$ cat config.mk
export PLATFORM = sky130hd
export DESIGN_NAME = button_event_decoder
export DESIGN_NICKNAME = d
export VERILOG_FILES = /design/src/rtl/button_event_decoder.sv
export SDC_FILE = /design/constraint.sdc
export NUM_CORES = 1
export LEC_CHECK = 0
export BUFFER_PORTS_ARGS = -buffer_cell sky130_fd_sc_hd__buf_4
export CAP_MARGIN = 40
export CORE_MARGIN = 10
export CORE_UTILIZATION = 62
export DETAILED_ROUTE_END_ITERATION = 7
export HOLD_SLACK_MARGIN = 0.1
export PLACE_DENSITY = 0.8
export RECOVER_POWER = 100
export SYNTH_ARGS = -nofsm -noshare
export SYNTH_HDL_FRONTEND = slang
export SYNTH_SLANG_ARGS = --single-unit
$ cat constraint.sdc
create_clock -name i_clk -period 3.7 [get_ports i_clk]
set_input_delay 0.74 -clock i_clk [delete_from_list [all_inputs] [get_ports i_clk]]
set_output_delay 0.74 -clock i_clk [all_outputs]
set_load 0.01 [all_outputs]
$ cat src/rtl/button_event_decoder.sv
// button_event_decoder: classifies a debounced switch into press/release/short/long/double events.
// Ports:
//   i_clk     - sole clock, rising edge
//   i_rst_n   - asynchronous active-low reset
//   i_sw      - debounced switch level, 1 = pressed
//   o_press   - one-cycle pulse per accepted press edge
//   o_release - one-cycle pulse per accepted release edge
//   o_short   - one-cycle pulse when a single short click is classified
//   o_long    - one-cycle pulse when a press reaches LONG_PRESS_COUNT samples
//   o_double  - one-cycle pulse when a double click is classified (0 unless enabled)
//   o_held    - level, high while a long press is held
// Define BUTTON_DOUBLE_CLICK_EN to enable double-click detection; without it a
// short release reports o_short together with o_release.
module button_event_decoder #(
    parameter int LONG_PRESS_COUNT = 12500000,
    parameter int DOUBLE_GAP_COUNT = 6250000
) (
    input  logic i_clk,
    input  logic i_rst_n,
    input  logic i_sw,
    output logic o_press,
    output logic o_release,
    output logic o_short,
    output logic o_long,
    output logic o_double,
    output logic o_held
);
    if (LONG_PRESS_COUNT < 1 || LONG_PRESS_COUNT > 16777215) begin : g_bad_long
        $error("LONG_PRESS_COUNT must be in 1..16777215");
    end
    if (DOUBLE_GAP_COUNT < 1 || DOUBLE_GAP_COUNT > 16777215) begin : g_bad_gap
        $error("DOUBLE_GAP_COUNT must be in 1..16777215");
    end

    localparam logic [23:0] C_LONG = 24'(LONG_PRESS_COUNT);
    localparam bit C_LONG_ONE = (LONG_PRESS_COUNT == 1);
`ifdef BUTTON_DOUBLE_CLICK_EN
    localparam logic [23:0] C_GAP = 24'(DOUBLE_GAP_COUNT);
`endif

    typedef enum logic [2:0] {
        IDLE,
        PRESSED,
        LONG_HELD
`ifdef BUTTON_DOUBLE_CLICK_EN
        ,
        WAIT_SECOND,
        SECOND_PRESSED
`endif
    } state_t;

    state_t      r_state;
    logic        r_sw_d;
    logic [23:0] r_cnt;
    logic        r_press;
    logic        r_release;
    logic        r_short;
    logic        r_long;
    logic        r_double;
    logic        r_held;
    logic        w_rise;
    logic        w_long_hit;

    assign w_rise     = i_sw & ~r_sw_d;
    // r_cnt holds the high samples seen so far; the current high sample makes it one more
    assign w_long_hit = (r_cnt + 24'd1) == C_LONG;

    always_ff @(posedge i_clk or negedge i_rst_n) begin
        if (!i_rst_n) begin
            r_state   <= IDLE;
            r_cnt     <= '0;
            r_sw_d    <= 1'b1;
            r_press   <= 1'b0;
            r_release <= 1'b0;
            r_short   <= 1'b0;
            r_long    <= 1'b0;
            r_double  <= 1'b0;
            r_held    <= 1'b0;
        end else begin
            r_sw_d    <= i_sw;
            r_press   <= 1'b0;
            r_release <= 1'b0;
            r_short   <= 1'b0;
            r_long    <= 1'b0;
            r_double  <= 1'b0;
            case (r_state)
                IDLE: begin
                    if (w_rise) begin
                        r_press <= 1'b1;
                        r_cnt   <= 24'd1;
                        r_long  <= C_LONG_ONE;
                        r_held  <= C_LONG_ONE;
                        r_state <= C_LONG_ONE ? LONG_HELD : PRESSED;
                    end
                end
                PRESSED: begin
                    if (!i_sw) begin
                        r_release <= 1'b1;
`ifdef BUTTON_DOUBLE_CLICK_EN
                        r_cnt     <= 24'd1;
                        r_state   <= WAIT_SECOND;
`else
                        r_short   <= 1'b1;
                        r_state   <= IDLE;
`endif
                    end else if (w_long_hit) begin
                        r_long  <= 1'b1;
                        r_held  <= 1'b1;
                        r_state <= LONG_HELD;
                    end else begin
                        r_cnt <= r_cnt + 24'd1;
                    end
                end
                LONG_HELD: begin
                    if (!i_sw) begin
                        r_release <= 1'b1;
                        r_held    <= 1'b0;
                        r_state   <= IDLE;
                    end
                end
`ifdef BUTTON_DOUBLE_CLICK_EN
                WAIT_SECOND: begin
                    // a rise on the same edge as the gap limit still counts as the second click
                    if (w_rise) begin
                        r_press <= 1'b1;
                        r_cnt   <= 24'd1;
                        r_long  <= C_LONG_ONE;
                        r_held  <= C_LONG_ONE;
                        r_state <= C_LONG_ONE ? LONG_HELD : SECOND_PRESSED;
                    end else if (r_cnt == C_GAP) begin
                        r_short <= 1'b1;
                        r_state <= IDLE;
                    end else begin
                        r_cnt <= r_cnt + 24'd1;
                    end
                end
                SECOND_PRESSED: begin
                    if (!i_sw) begin
                        r_release <= 1'b1;
                        r_double  <= 1'b1;
                        r_state   <= IDLE;
                    end else if (w_long_hit) begin
                        r_long  <= 1'b1;
                        r_held  <= 1'b1;
                        r_state <= LONG_HELD;
                    end else begin
                        r_cnt <= r_cnt + 24'd1;
                    end
                end
`endif
                default: r_state <= IDLE;
            endcase
        end
    end

    assign o_press   = r_press;
    assign o_release = r_release;
    assign o_short   = r_short;
    assign o_long    = r_long;
    assign o_double  = r_double;
    assign o_held    = r_held;
endmodule

Word-level counts from Yosys, hierarchy flattened
Cells that the tools add are included.
{"block": "op_classes", "add_sub_neg": 1, "n_eq_ne": 9, "mux": 22, "bitwise": 2, "n_reduce_logical": 7}
{"op": "$mux W24", "count": 3}
{"op": "$pmux W24 S2", "count": 1}
{"op": "$add A24 B1 Y24 const B", "count": 1}
{"op": "$eq A24 B24 Y1 const B", "count": 1}
{"op": "$mux W1", "count": 12}
{"op": "$mux W3", "count": 4}
{"op": "$ne A2 B2 Y1 const B", "count": 5}
{"op": "$pmux W3 S3", "count": 1}
{"op": "$reduce_and A5 Y1", "count": 1}
{"op": "$reduce_and A4 Y1", "count": 1}
{"op": "$eq A3 B1 Y1 const B", "count": 1}
{"op": "$eq A3 B2 Y1 const B", "count": 1}
{"op": "$logic_not A3 Y1", "count": 1}
{"op": "$ne A3 B3 Y1 const B", "count": 1}
{"op": "$pmux W1 S3", "count": 1}
{"op": "$reduce_and A3 Y1", "count": 1}
{"op": "$reduce_bool A3 Y1", "count": 1}
{"op": "$reduce_bool A2 Y1", "count": 1}
{"op": "$reduce_or A2 Y1", "count": 1}
{"op": "$and A1 B1 Y1", "count": 1}
{"op": "$not A1 Y1", "count": 1}
{"block": "word_totals", "ff_bits": 33, "inputBits": 3}

Logic depth before layout (Yosys ltp)
Gate-level depths: netlist of run 1.
{"block": "depth", "word_depth": 5, "mapped_depth": 12, "depth_no_buf": 9}

Worst setup path before layout of run 1
Ideal clock, no wire load.
{"block": "synth_timing", "path_kind": "reg2reg", "startpoint": "register r_cnt[3]", "endpoint": "register r_cnt[1]", "setup_time_ns": 0.121, "t_arrival_ns": 2.500, "path_slack_ns": 1.079, "path_stages_with_launch": 12, "path_buffers": 4, "cell_sequence": "dfrtp_1 buf_2 and3_2 and4_1 clkbuf_1 a31o_2 nor4_1 nand4_1 and3b_1 buf_2 buf_2 a22o_1"}
{"block": "synth_via", "elab_chain_cells": 4}
{"element": "from (decl)", "line_no": "54", "rtl": "logic [23:0] r_cnt;"}
{"element": "from (signal assigned)", "line_no": "111", "rtl": "r_cnt <= r_cnt + 24'd1;"}
{"element": "$add A24 B1 Y24", "line_no": "66", "rtl": "assign w_long_hit = (r_cnt + 24'd1) == C_LONG;"}
{"element": "$eq A24 B24 Y1", "line_no": "66"}
{"element": "$ne A2 B2 Y1 (no line)"}
{"element": "$reduce_and A4 Y1 (no line)"}
Every way passes these cells.
A chain may end at the register's enable or synchronous reset.

Worst setup path after layout of run 1
{"block": "layout_timing", "startpoint": "register r_cnt[0]", "endpoint": "register r_cnt[16]"}
{"block": "layout_via", "elab_chain_cells": 4}
{"element": "$add A24 B1 Y24 (*)", "line_no": "66, 111"}
{"element": "$eq A24 B24 Y1 / $mux W24 (equally long branches)", "line_no": "66, 106"}
{"element": "$ne A2 B2 Y1 (no line) / $mux W24 (equally long branches)"}
{"element": "$reduce_and A4 Y1 (no line) / $pmux W24 S2 (equally long branches)"}
Every way passes the cells marked *; elsewhere a longest branch is shown, timed or not. The select of a mux whose other input is x is not followed.

==> results of run 1 <==
[sequential cells by signal (all words and copies together), names as in the netlist]
register,cells
o_press,1
o_held,1
r_state,2
r_sw_d,1
o_short,1
o_release,1
r_cnt,24
o_long,1
[power breakdown]
part | internal [mW] | switching (mW)
clock network | 0.200 | 0.132
registers | 0.381 | 0.0466
logic | 0.123 | 0.217
total | 0.704 | 0.395
[path summary, 6_finish.rpt]
path,slack (ns),depth (start not counted),end
worst max-delay path,0.45,10,r_cnt[16]
worst min-delay path,0.51,2,r_cnt[23]
max in group asynchronous,1.80,1,r_cnt[17]
min in group asynchronous,0.90,1,r_cnt[1]
worst max register to register,0.45,10,r_cnt[16]
worst min register to register,0.51,2,r_cnt[23]
[cell type report]
type / instances / share of cell area
multi-input combinational: 200 / 0.552
sequential: 32 / 0.335
clock buffer: 6 / 0.0304
tap: 46 / 0.0241
inverter: 14 / 0.0220
timing repair buffer: 9 / 0.0215
clock inverter: 2 / 0.0147
[stage by stage]
stage	hold slack, ns	utilization	cells	setup slack [ns]
6_report	0.513	0.695	309	0.447
5_1_grt	0.546	0.695	309	0.0599
4_1_cts	0.398	0.704	309	0.370
3_5_place_dp	0.502	0.672	301	0.401
3_3_place_gp	0.483	0.672	301	0.476
2_1_floorplan	0.444	-	266	1.08
[synth_stat cells (2+ instances only)]
library cell,n
and3_1,5
o21ai_0,6
and3b_1,2
or4_1,2
a221o_1,2
o31ai_1,4
or3_1,7
and3_2,2
and2_1,3
nand4_1,7
o21ai_1,4
a21oi_1,14
ha_1,5
buf_4,2
nor2_1,10
inv_1,14
nand2_1,25
o311ai_1,2
nand3_1,19
and4_1,5
o22ai_1,3
nor4_2,2
nor3_1,6
nor4_1,6
a22oi_1,4
a22o_1,7
a31oi_1,2
a21o_1,8
dfrtp_1,31
o21bai_1,2
a21boi_0,2
clkbuf_1,3
buf_2,14
nand3b_1,2
mux2i_1,9
nand2b_1,3
[per-layer routing]
metal / global-route usage / routed length [um]
met4: 0.0882 / 163
met3: 0.0390 / 314
met2: 0.275 / 2410
met1: 0.228 / 2430
met5: 0 / 0
[worst min-delay path: stages (launching register included)]
cell	delay (ns)
dfrtp_1	0.37
nand2_1	0.06
nand2_1	0.05
[kinds of logic (layout without fill, tap and decap cells)]
kind of cell | Yosys count | after routing
AOI/OAI and AO/OA | 74 | 74
xor gates and xnor gates | 1 | 1
adders and majority gates | 5 | 5
buffers and inverters | 34 | 31
DFF | 32 | 32
muxes | 9 | 9
other | 1 | 1
and+or+nand+nor | 110 | 110
==> summary.md, run 1 <==
| Metric | Value |
|---|---|
| Diode count | 0 |
| Critical register-to-register path startpoint | r_cnt[0] |
| IO buf count | 7 |
| Unique cell type count in the Yosys netlist | 58 |
| Total GRT Usage | 0.177 |
| Synth Instances | ~270 |
| CP dominant cell by count | nand4_1 |
| Total negative slack | 0 ns |
| EDFF count, synth | 0 |
| Initial Utilization | 0.664 |
| Final net count | 270 |
| Clock Tree Root | clkbuf_8 |
| CTS Buffer Depth | 2 |
| Hold Path Class | reg -> reg |
| Simple-gate share of the synthesized area | 0.274 |
| MaxCap Viol Count | 1 |
| Gr ovfl total | 0 |
| Via density | roughly 6.7 |
| TritonRoute pass-1 iters | 5 |
| Synth Area in Adders | 0.0274 |
| DIE AREA | around 6500 um^2 |
| Post-Syn Nets | 274 |
| Worst Path Arrival | 3.46 ns |
| Pwr dens | approximately 460 nW/um^2 |
| GPL Wtd Cong | 0.918 |
| Fillers | between 200 and 300 |
| Crit-path leading delay family | simple AND/OR/NAND/NOR gates |
| Synth async-reset ratio | 1.00 |
| HP Start | r_cnt[23] |
| Number of setup violations in the final report | 0 |
| Clock-pin slew of the registers on the worst-case setup and hold paths | around 0.07 ns |
| Die W | a little over 80 um |
| Fmax | 0.307 GHz |
| Synth Area per Inst | around 8.6 um^2 |
| Crit path buf inv count | 1 |
| Crit path required time | between 3 and 4 ns |
| Yosys top cell area share | 0.340 |
| Max incr delay on CP | 0.52 ns |
| Starting DRC count in detailed routing | 323 |
| CTS Sinks | 32 |
| Multi-input logic area | roughly 1300 um^2 |
| Setup Buffers After CTS | 0 |
| Site Rows | 21 |
| CP Cell Sequence | ha_1 -> nand4_1 -> nor4_2 -> xor2_1 -> a211oi_1 -> nand4_1 -> o211ai_2 -> buf_12 -> o21ba_1 -> mux2i_1 |
| TritonCTS clock tree | done |
| Post-synth top area cell | dfrtp_1 |
| Synthesized area | 2280 um^2 |
| Placed cell areas | roughly 2300 um^2 |
| Final wirelength | 5310 um |
| Worst Setup SP | r_cnt[0] |
| Crit-path slowest cell | dfrtp_1 |
| Primary FF master, synth | dfrtp_1 |
| Post-route DRC | 0 |
| Clock Skew | 0.0108 ns |
| Final period utilization | 0.879 |
| Vias | between 2000 and 2500 |
| Min Clock Period, post-route | 3.25 ns |
| Largest net degree at the start of global routing | 33 |
| Hold Buf Count CTS | 0 |
| Status | finished with violations |
| Sequential fraction of the synthesis area | 0.351 |
| Failing checks | capacitance limit, slew limit |
| Yosys reg bits | 32 |
| Largest family of logic cells by synthesized area | simple AND/OR/NAND/NOR gates |
| Clock latency on the worst-skew pair | between 0.2 and 0.3 ns |
| Most frequent cells in the layout | dfrtp_1, nand2_1, nand3_1 |
| Most common cell after layout, fill and taps aside | dfrtp_1 |
| Relative slew slack | -0.156 |
| Synth Area in Compound Gates | 0.232 |
| HPWL after detailed placement | around 3800 um |
| Proportion of layout cells with a drive suffix above 1 | 0.0837 |
| Final Cell Area | between 2000 and 2500 um^2 |
| Post_cts resized | 0 |
| Placeable core region | between 3000 and 4000 um^2 |
| Top post-synthesis cells by area | dfrtp_1, nand3_1, nand2_1 |
| First-pass GRT wire length | a little over 9000 um |
| Maximum VDD drop | roughly 0.32 mV |
| Area growth, synth to finish | 4.65% |
| TritonCTS buffer count | 5 |
| Post-synthesis mux area share | 0.0394 |
| Crit-path max FO | 16 |
| Unrepaired setup endpoints after global routing | false |
| Post-DR wirelength/cell | about 17 um |
| Setup CP Type | reg -> reg |
| XOR/XNOR Fraction of Synth Area | 0.00383 |
| CP endpoint kind | flip-flop |
| Slew Limit Fails | 33 |
| Top-level port count | 9 |
| Yosys Warn Count | 0 |
| Sequential cell area | about 800 um^2 |
| Antenna violations before repair | 0 |
| Die height | around 81 um |
| Final Hold Violating Endpoints | 0 |
| Least-Margin Pin Slew | 1.73 ns |
| H-tree depth | 2 |
| Vias in the first global route | 2000 |
| Routed Antenna Nets | 0 |
| CP startpoint kind | flip-flop |
| P_leak | about 0.98 nW |
| Power Total | roughly 1.1 mW |
Note: power is estimated with default switching activity, not from simulation.
==> inputs of run 2 (changes only) <==
- ABC_CLOCK_PERIOD_IN_PS: not set -> 3700
- CORE_UTILIZATION: 62 -> 60
- PLACE_DENSITY: 0.8 -> 0.78
==> run 2 against run 1 <==
  * The run still ends with capacitance limit, slew limit left
  * Clock skew down 0.0053 ns
  * Clock-buffer cell count down 1
  * Highest routed layer unchanged
  * Largest cell class unchanged
  * Utilization down 4.7 points
  * Sequential power about the same
  * Global-route usage down 0.91 points
  * Largest power group unchanged
  * Die area up 2.5%
==> summary.md, run 2 (same netlist as run 1, synthesis figures left out) <==
| Metric | Value |
|---|---|
| Hold path endpoint | o_held |
| GPL Wtd Cong | 0.950 (+3.5%) |
| Final wirelength | 5070 um (-4.5%) |
| Largest net degree at the start of global routing | 33 (unchanged) |
| Max incr delay on CP | 0.57 ns (+0.05 ns) |
| Crit-path max FO | 27 (+11) |
| TritonRoute pass-1 iters | 4 (-1) |
| Final net count | 271 (+0.37%) |
| Least-Margin Pin Slew | 1.66 ns (-0.0714 ns) |
| Starting DRC count in detailed routing | 259 (-20%) |
| CP dominant cell by count | nand4_1 |
| Placeable core region | 3660 um^2 (+6.4%) |
| Post_cts resized | 0 (unchanged) |
| Crit path required time | 3.88 ns (-0.03 ns) |
| Top flop regs | r_cnt (24), r_state (2) |
| HPWL after detailed placement | 3640 um (-3.1%) |
| Crit path buf inv count | 0 (-1) |
| Site Rows | 22 (+4.8%) |
| CP Cell Sequence | ha_1 -> nand4_1 -> nor2_1 -> o221ai_1 -> nor4_1 -> nand4_1 -> and3b_1 -> a21o_1 -> a22o_1 |
| Gr ovfl total | 0 (unchanged) |
| Worst Path Arrival | 3.69 ns (+0.23 ns) |
| Initial Utilization | 0.624 (-0.0397) |
| Status | finished with violations |
| Clock Tree Root | clkbuf_8 |
| Vias in the first global route | 1851 (-7.4%) |
| Via density | 6.54 (-2.7%) |
| H-tree depth | 2 (unchanged) |
| Most flops, register | r_cnt |
| Levels on crit path | 9 (-1) |
| Die W | 81.7 um (+1.2%) |
| Critical register-to-register path startpoint | r_cnt[0] |
| Final Util | 0.648 (-0.0467) |
| First-pass GRT wire length | 8940 um (-4.3%) |
| Slew Limit Fails | 33 (unchanged) |
| Hold Buf Count CTS | 0 (unchanged) |
| PnR worst setup slack | 0.190 ns (-0.258 ns) |
| Crit-path leading delay family | simple AND/OR/NAND/NOR gates |
| FF-to-FF End | r_cnt[3] |
| CTS Sinks | 32 (unchanged) |
| Number of setup violations in the final report | 0 (unchanged) |
| Routed Antenna Nets | 0 (unchanged) |
| Die height | 81.7 um (+1.2%) |
| Flip-flop count of the largest register after layout | 24 (unchanged) |
| Min Clock Period, post-route | 3.51 ns (+0.258 ns) |
| Hold path cells | 1 (-1) |
| Clock Skew | 0.00549 ns (-0.00528 ns) |
| Unrepaired setup endpoints after global routing | false |
| Maximum VDD drop | 0.304 mV (-4.4%) |
| Relative slew slack | -0.109 (+0.0476) |
| Top-level port count | 9 (unchanged) |
| Fmax | 0.285 GHz (-7.3%) |
| Diode count | 0 (unchanged) |
| Place WS | 0.301 ns (-0.100 ns) |
| IO buf count | 7 (unchanged) |
| TritonCTS buffer count | 5 (unchanged) |
| Hold Path Class | reg -> reg |
| Area growth, synth to finish | 3.83% |
| Post-DR wirelength/cell | 16.3 um (-5.4%) |
| CP startpoint kind | flip-flop |
| Failing checks | capacitance limit, slew limit |
| Vias | 2039 (-1.8%) |
| Final period utilization | 0.949 (+0.0696) |
| Antenna violations before repair | 0 (unchanged) |
| Total GRT Usage | 0.168 (-0.00914) |
| Setup CP Type | reg -> reg |
| DIE AREA | 6680 um^2 (+2.5%) |
| TritonCTS clock tree | done |
| Reg2Reg Setup Slack | 0.19 ns (-0.26 ns) |
| Final Hold Violating Endpoints | 0 (unchanged) |
| Total negative slack | 0 ns (unchanged) |
| Final Cell Area | 2370 um^2 (-0.78%) |
| Most common cell after layout, fill and taps aside | dfrtp_1 |
| CP endpoint kind | flip-flop |
| Power Total | 1.04 mW (-5.8%) |
| Crit-path slowest cell | and3b_1 |
| MaxCap Viol Count | 1 (unchanged) |
| Post-route DRC | 0 (unchanged) |
| Setup Buffers After CTS | 0 (unchanged) |
| R2r worst-path depth | 9 (-1) |
| HP Start | o_held |
| Clock-pin slew of the registers on the worst-case setup and hold paths | 0.07 ns (about the same) |
| Pwr dens | 436 nW/um^2 (-5.0%) |
| Placed cell areas | 2310 um^2 (-0.11%) |
| Clock latency on the worst-skew pair | 0.29 ns (about the same) |
| CTS Buffer Depth | 2 (unchanged) |
| P_leak | 0.969 nW (-1.5%) |
| Most frequent cells in the layout | dfrtp_1, nand2_1, nand3_1 |
| Proportion of layout cells with a drive suffix above 1 | 0.0833 (-0.000317) |
==> run 2: changes by cell type in the layout (fill, tap and decap cells not counted) <==
| cell | change |
|---|---|
| buf_4 | +3 |
| clkinvlp_4 | +2 |
| and3b_1 | +1 |
| and3b_2 | -1 |
| buf_12 | -1 |
| bufinv_16 | -1 |
| clkbuf_1 | -1 |
| clkbuf_2 | -1 |
| clkinv_2 | -1 |
| clkinv_4 | +1 |
| nor2_1 | +1 |
| nor2_2 | -1 |
==> run 2: per-stage QoR <==
step                      hold slack (ns)  cells
after floorplan                     0.444    266
after global placement              0.488    304
after detailed placement            0.485    304
after CTS                           0.385    312
after global routing                0.542    312
final                               0.497    312
==> run 2: layout make-up <==
| class | count | area (um^2) |
|---|---|---|
| tap | 48 | 60.1 |
| clock inverter | 3 | 23.8 |
| timing repair buffer | 10 | 48.8 |
| clock buffer | 5 | 68.8 |
| sequential | 32 | 802 |
| inverter | 14 | 52.6 |
| multi-input combinational | 200 | 1320 |
| fill | 317 | 1290 |
==> run 2: how the worst max path moves through the flow <==
stage / end / slack [ns] / startpoint
after floorplan: r_cnt[1] / 1.08 / r_cnt[3]
after global placement: r_cnt[6] / 0.45 / r_cnt[0]
after detailed placement: r_cnt[3] / 0.30 / r_cnt[0]
after CTS: r_cnt[3] / 0.31 / r_cnt[0]
after global routing: r_cnt[9] / 0.02 / r_cnt[0]
final: r_cnt[3] / 0.19 / r_cnt[0]
==> run 2: report_power, final <==
group	switching (mW)	internal, mW
Clock	0.142	0.133
Combinational	0.214	0.119
Sequential	0.0466	0.381
==> run 2: per-layer routing <==
metal,GRT usage,share of wire
met1,0.218,0.44
met2,0.265,0.47
met3,0.0448,0.075
met4,0.0612,0.019
met5,0,0
==> inputs of run 3 (changes only) <==
==> constraint.sdc (replaced) <==
create_clock -name i_clk -period 3.7 [get_ports i_clk]
set_input_delay 0.37 -clock i_clk [delete_from_list [all_inputs] [get_ports i_clk]]
set_output_delay 0.37 -clock i_clk [all_outputs]
set_load 0.01 [all_outputs]
==> run 3 against run 2 <==
  * Utilization grew 0.27 points
  * Die area is the same
  * Critical path type unchanged
  * Critical endpoint unchanged
  * The run still ends with capacitance limit, slew limit left
  * Combinational power is essentially flat
  * Largest power group unchanged
  * Critical path depth is the same
  * Power shrank 0.26%
==> summary.md, run 3 (same netlist as run 1, synthesis figures left out) <==
| Metric | Value |
|---|---|
| WL met2 | 2370 um (about the same) |
| Most common cell after layout, fill and taps aside | dfrtp_1 |
| Proportion of layout cells with a drive suffix above 1 | 0.0830 (-0.000314) |
| Gr ovfl total | 0 (unchanged) |
| Crit-path max FO | 27 (unchanged) |
| Via density | 6.61 (+1.1%) |
| Placeable core region | 3660 um^2 (unchanged) |
| Most flops, register | r_cnt |
| Crit path required time | 3.88 ns (about the same) |
| Fmax | 0.285 GHz (about the same) |
| H-tree depth | 2 (unchanged) |
| CP endpoint kind | flip-flop |
| Relative slew slack | -0.110 (-0.00104) |
| Vias | 2068 (+1.4%) |
| GPL Wtd Cong | 0.950 (unchanged) |
| TritonRoute pass-1 iters | 7 (+3) |
| Status | finished with violations |
| Met1 wire length | 2280 um (+2.3%) |
| Final net count | 272 (+0.37%) |
| Area growth, synth to finish | 4.27% |
| TritonCTS clock tree | done |
| TritonCTS buffer count | 5 (unchanged) |
| Final Cell Area | 2380 um^2 (+0.42%) |
| P_leak | 0.973 nW (+0.43%) |
| Clock Tree Root | clkbuf_8 |
| HP Start | i_sw |
| Fillers | 314 (-0.95%) |
| Final wirelength | 5070 um (about the same) |
| Setup CP Type | reg -> reg |
| Post_cts resized | 0 (unchanged) |
| Slew Limit Fails | 33 (unchanged) |
| Clock latency on the worst-skew pair | 0.29 ns (about the same) |
| CTS Buffer Depth | 2 (unchanged) |
| Flip-flop count of the largest register after layout | 24 (unchanged) |
| Min Clock Period, post-route | 3.51 ns (+0.00151 ns) |
| Placed cell areas | 2310 um^2 (unchanged) |
| Clock Skew | 0.00509 ns (-0.000401 ns) |
| Routed Antenna Nets | 0 (unchanged) |
| Final period utilization | 0.949 (about the same) |
| Total GRT Usage | 0.168 (+0.000225) |
| PnR worst setup slack | 0.188 ns (-0.00151 ns) |
| Final Util | 0.651 (+0.00273) |
| Top flop regs | r_cnt (24), r_state (2) |
| CP startpoint kind | flip-flop |
| DIE AREA | 6680 um^2 (unchanged) |
| Critical register-to-register path startpoint | r_cnt[0] |
| Most frequent cells in the layout | dfrtp_1, nand2_1, nand3_1 |
| Least-Margin Pin Slew | 1.66 ns (+0.00156 ns) |
| First-pass GRT wire length | 8960 um (+0.16%) |
| Initial Utilization | 0.624 (unchanged) |
| Diode count | 0 (unchanged) |
| Worst Path Arrival | 3.69 ns (about the same) |
| Place WS | 0.301 ns (unchanged) |
| Reg2Reg Setup Slack | 0.19 ns (about the same) |
| Highest routed layer | met4 |
| HPWL after detailed placement | 3640 um (unchanged) |
| Total negative slack | 0 ns (unchanged) |
| Post-DR wirelength/cell | 16.2 um (-0.42%) |
| Number of setup violations in the final report | 0 (unchanged) |
| Die W | 81.7 um (unchanged) |
| Starting DRC count in detailed routing | 250 (-3.5%) |
| CTS Sinks | 32 (unchanged) |
| Met3 wire len | 329 um (-13%) |
| Unrepaired setup endpoints after global routing | false |
| Hold_ws | 0.341 ns (-0.155 ns) |
| Final Hold Violating Endpoints | 0 (unchanged) |
| IO buf count | 7 (unchanged) |
| Antenna violations before repair | 0 (unchanged) |
| Worst Setup SP | r_cnt[0] |
| Clock-pin slew of the registers on the worst-case setup and hold paths | 0.07 ns (about the same) |
| Maximum VDD drop | 0.298 mV (-1.7%) |
| MaxCap Viol Count | 1 (unchanged) |
| Hold Path Class | in -> reg |
| Failing checks | capacitance limit, slew limit |
| Site Rows | 22 (unchanged) |
| Die height | 81.7 um (unchanged) |
| Post-route DRC | 0 (unchanged) |
| Pwr dens | 433 nW/um^2 (-0.68%) |
| Largest net degree at the start of global routing | 33 (unchanged) |
| Top-level port count | 9 (unchanged) |
| Vias in the first global route | 1854 (+0.16%) |
==> run 3: changes by cell type in the layout (fill, tap and decap cells not counted), sizes merged <==
| cell | delta |
|---|---|
| dlygate4sd3 | +1 |
==> run 3: routing by layer <==
metal  vias to the layer above  track usage
met4                         0       0.0612
met2                        84        0.265
met1                       974        0.218
met3                        17       0.0448
met5                         -            0
li1                        993            -
==> run 3: final timing paths <==
path                            depth (start not counted)  endpoint
worst max-delay path                                    9  r_cnt[3]
worst min-delay path                                    1    r_sw_d
worst max register to register                          9  r_cnt[3]
worst min register to register                          1    o_held
max in group asynchronous                               2  r_cnt[1]
min in group asynchronous                               2  r_cnt[3]
==> run 3: final cells by class <==
| cell class | count | area [um^2] | share of cell area |
|---|---|---|---|
| Inverter | 14 | 52.6 | 0.0221 |
| Sequential cell | 32 | 802 | 0.337 |
| Tap cell | 48 | 60.1 | 0.0252 |
| Clock buffer | 5 | 68.8 | 0.0289 |
| Timing Repair Buffer | 11 | 58.8 | 0.0247 |
| Multi-Input combinational cell | 200 | 1320 | 0.553 |
| Clock inverter | 3 | 23.8 | 0.00998 |
==> run 3: power breakdown <==
part / internal [mW] / switching (mW) / total, mW
logic: 0.120 / 0.212 / 0.332
registers: 0.381 / 0.0454 / 0.427
clock network: 0.133 / 0.141 / 0.274
total: 0.634 / 0.398 / 1.03
==> run 3: critical path, cell delays in order, from the launching register on <==
cell	delay, ns
dfrtp_1	0.52
ha_1	0.35
nand4_1	0.17
nor2_1	0.47
o221ai_1	0.22
nor4_1	0.37
nand4_1	0.26
and3b_1	0.57
a21o_1	0.29
a22o_1	0.17
==> run 3: metrics by stage <==
stage               total power [mW]  std cells
floorplan                      0.689        266
global placement               0.763        304
detailed placement             0.771        304
CTS                             1.05        313
global route                    1.11        313
finish                          1.03        313
==> run 3: what timing repair did <==
action | in CTS | in global routing
hold buffers | 1 | 0
buffers inserted | 0 | 0
hold endpoints to repair | 31 | 0
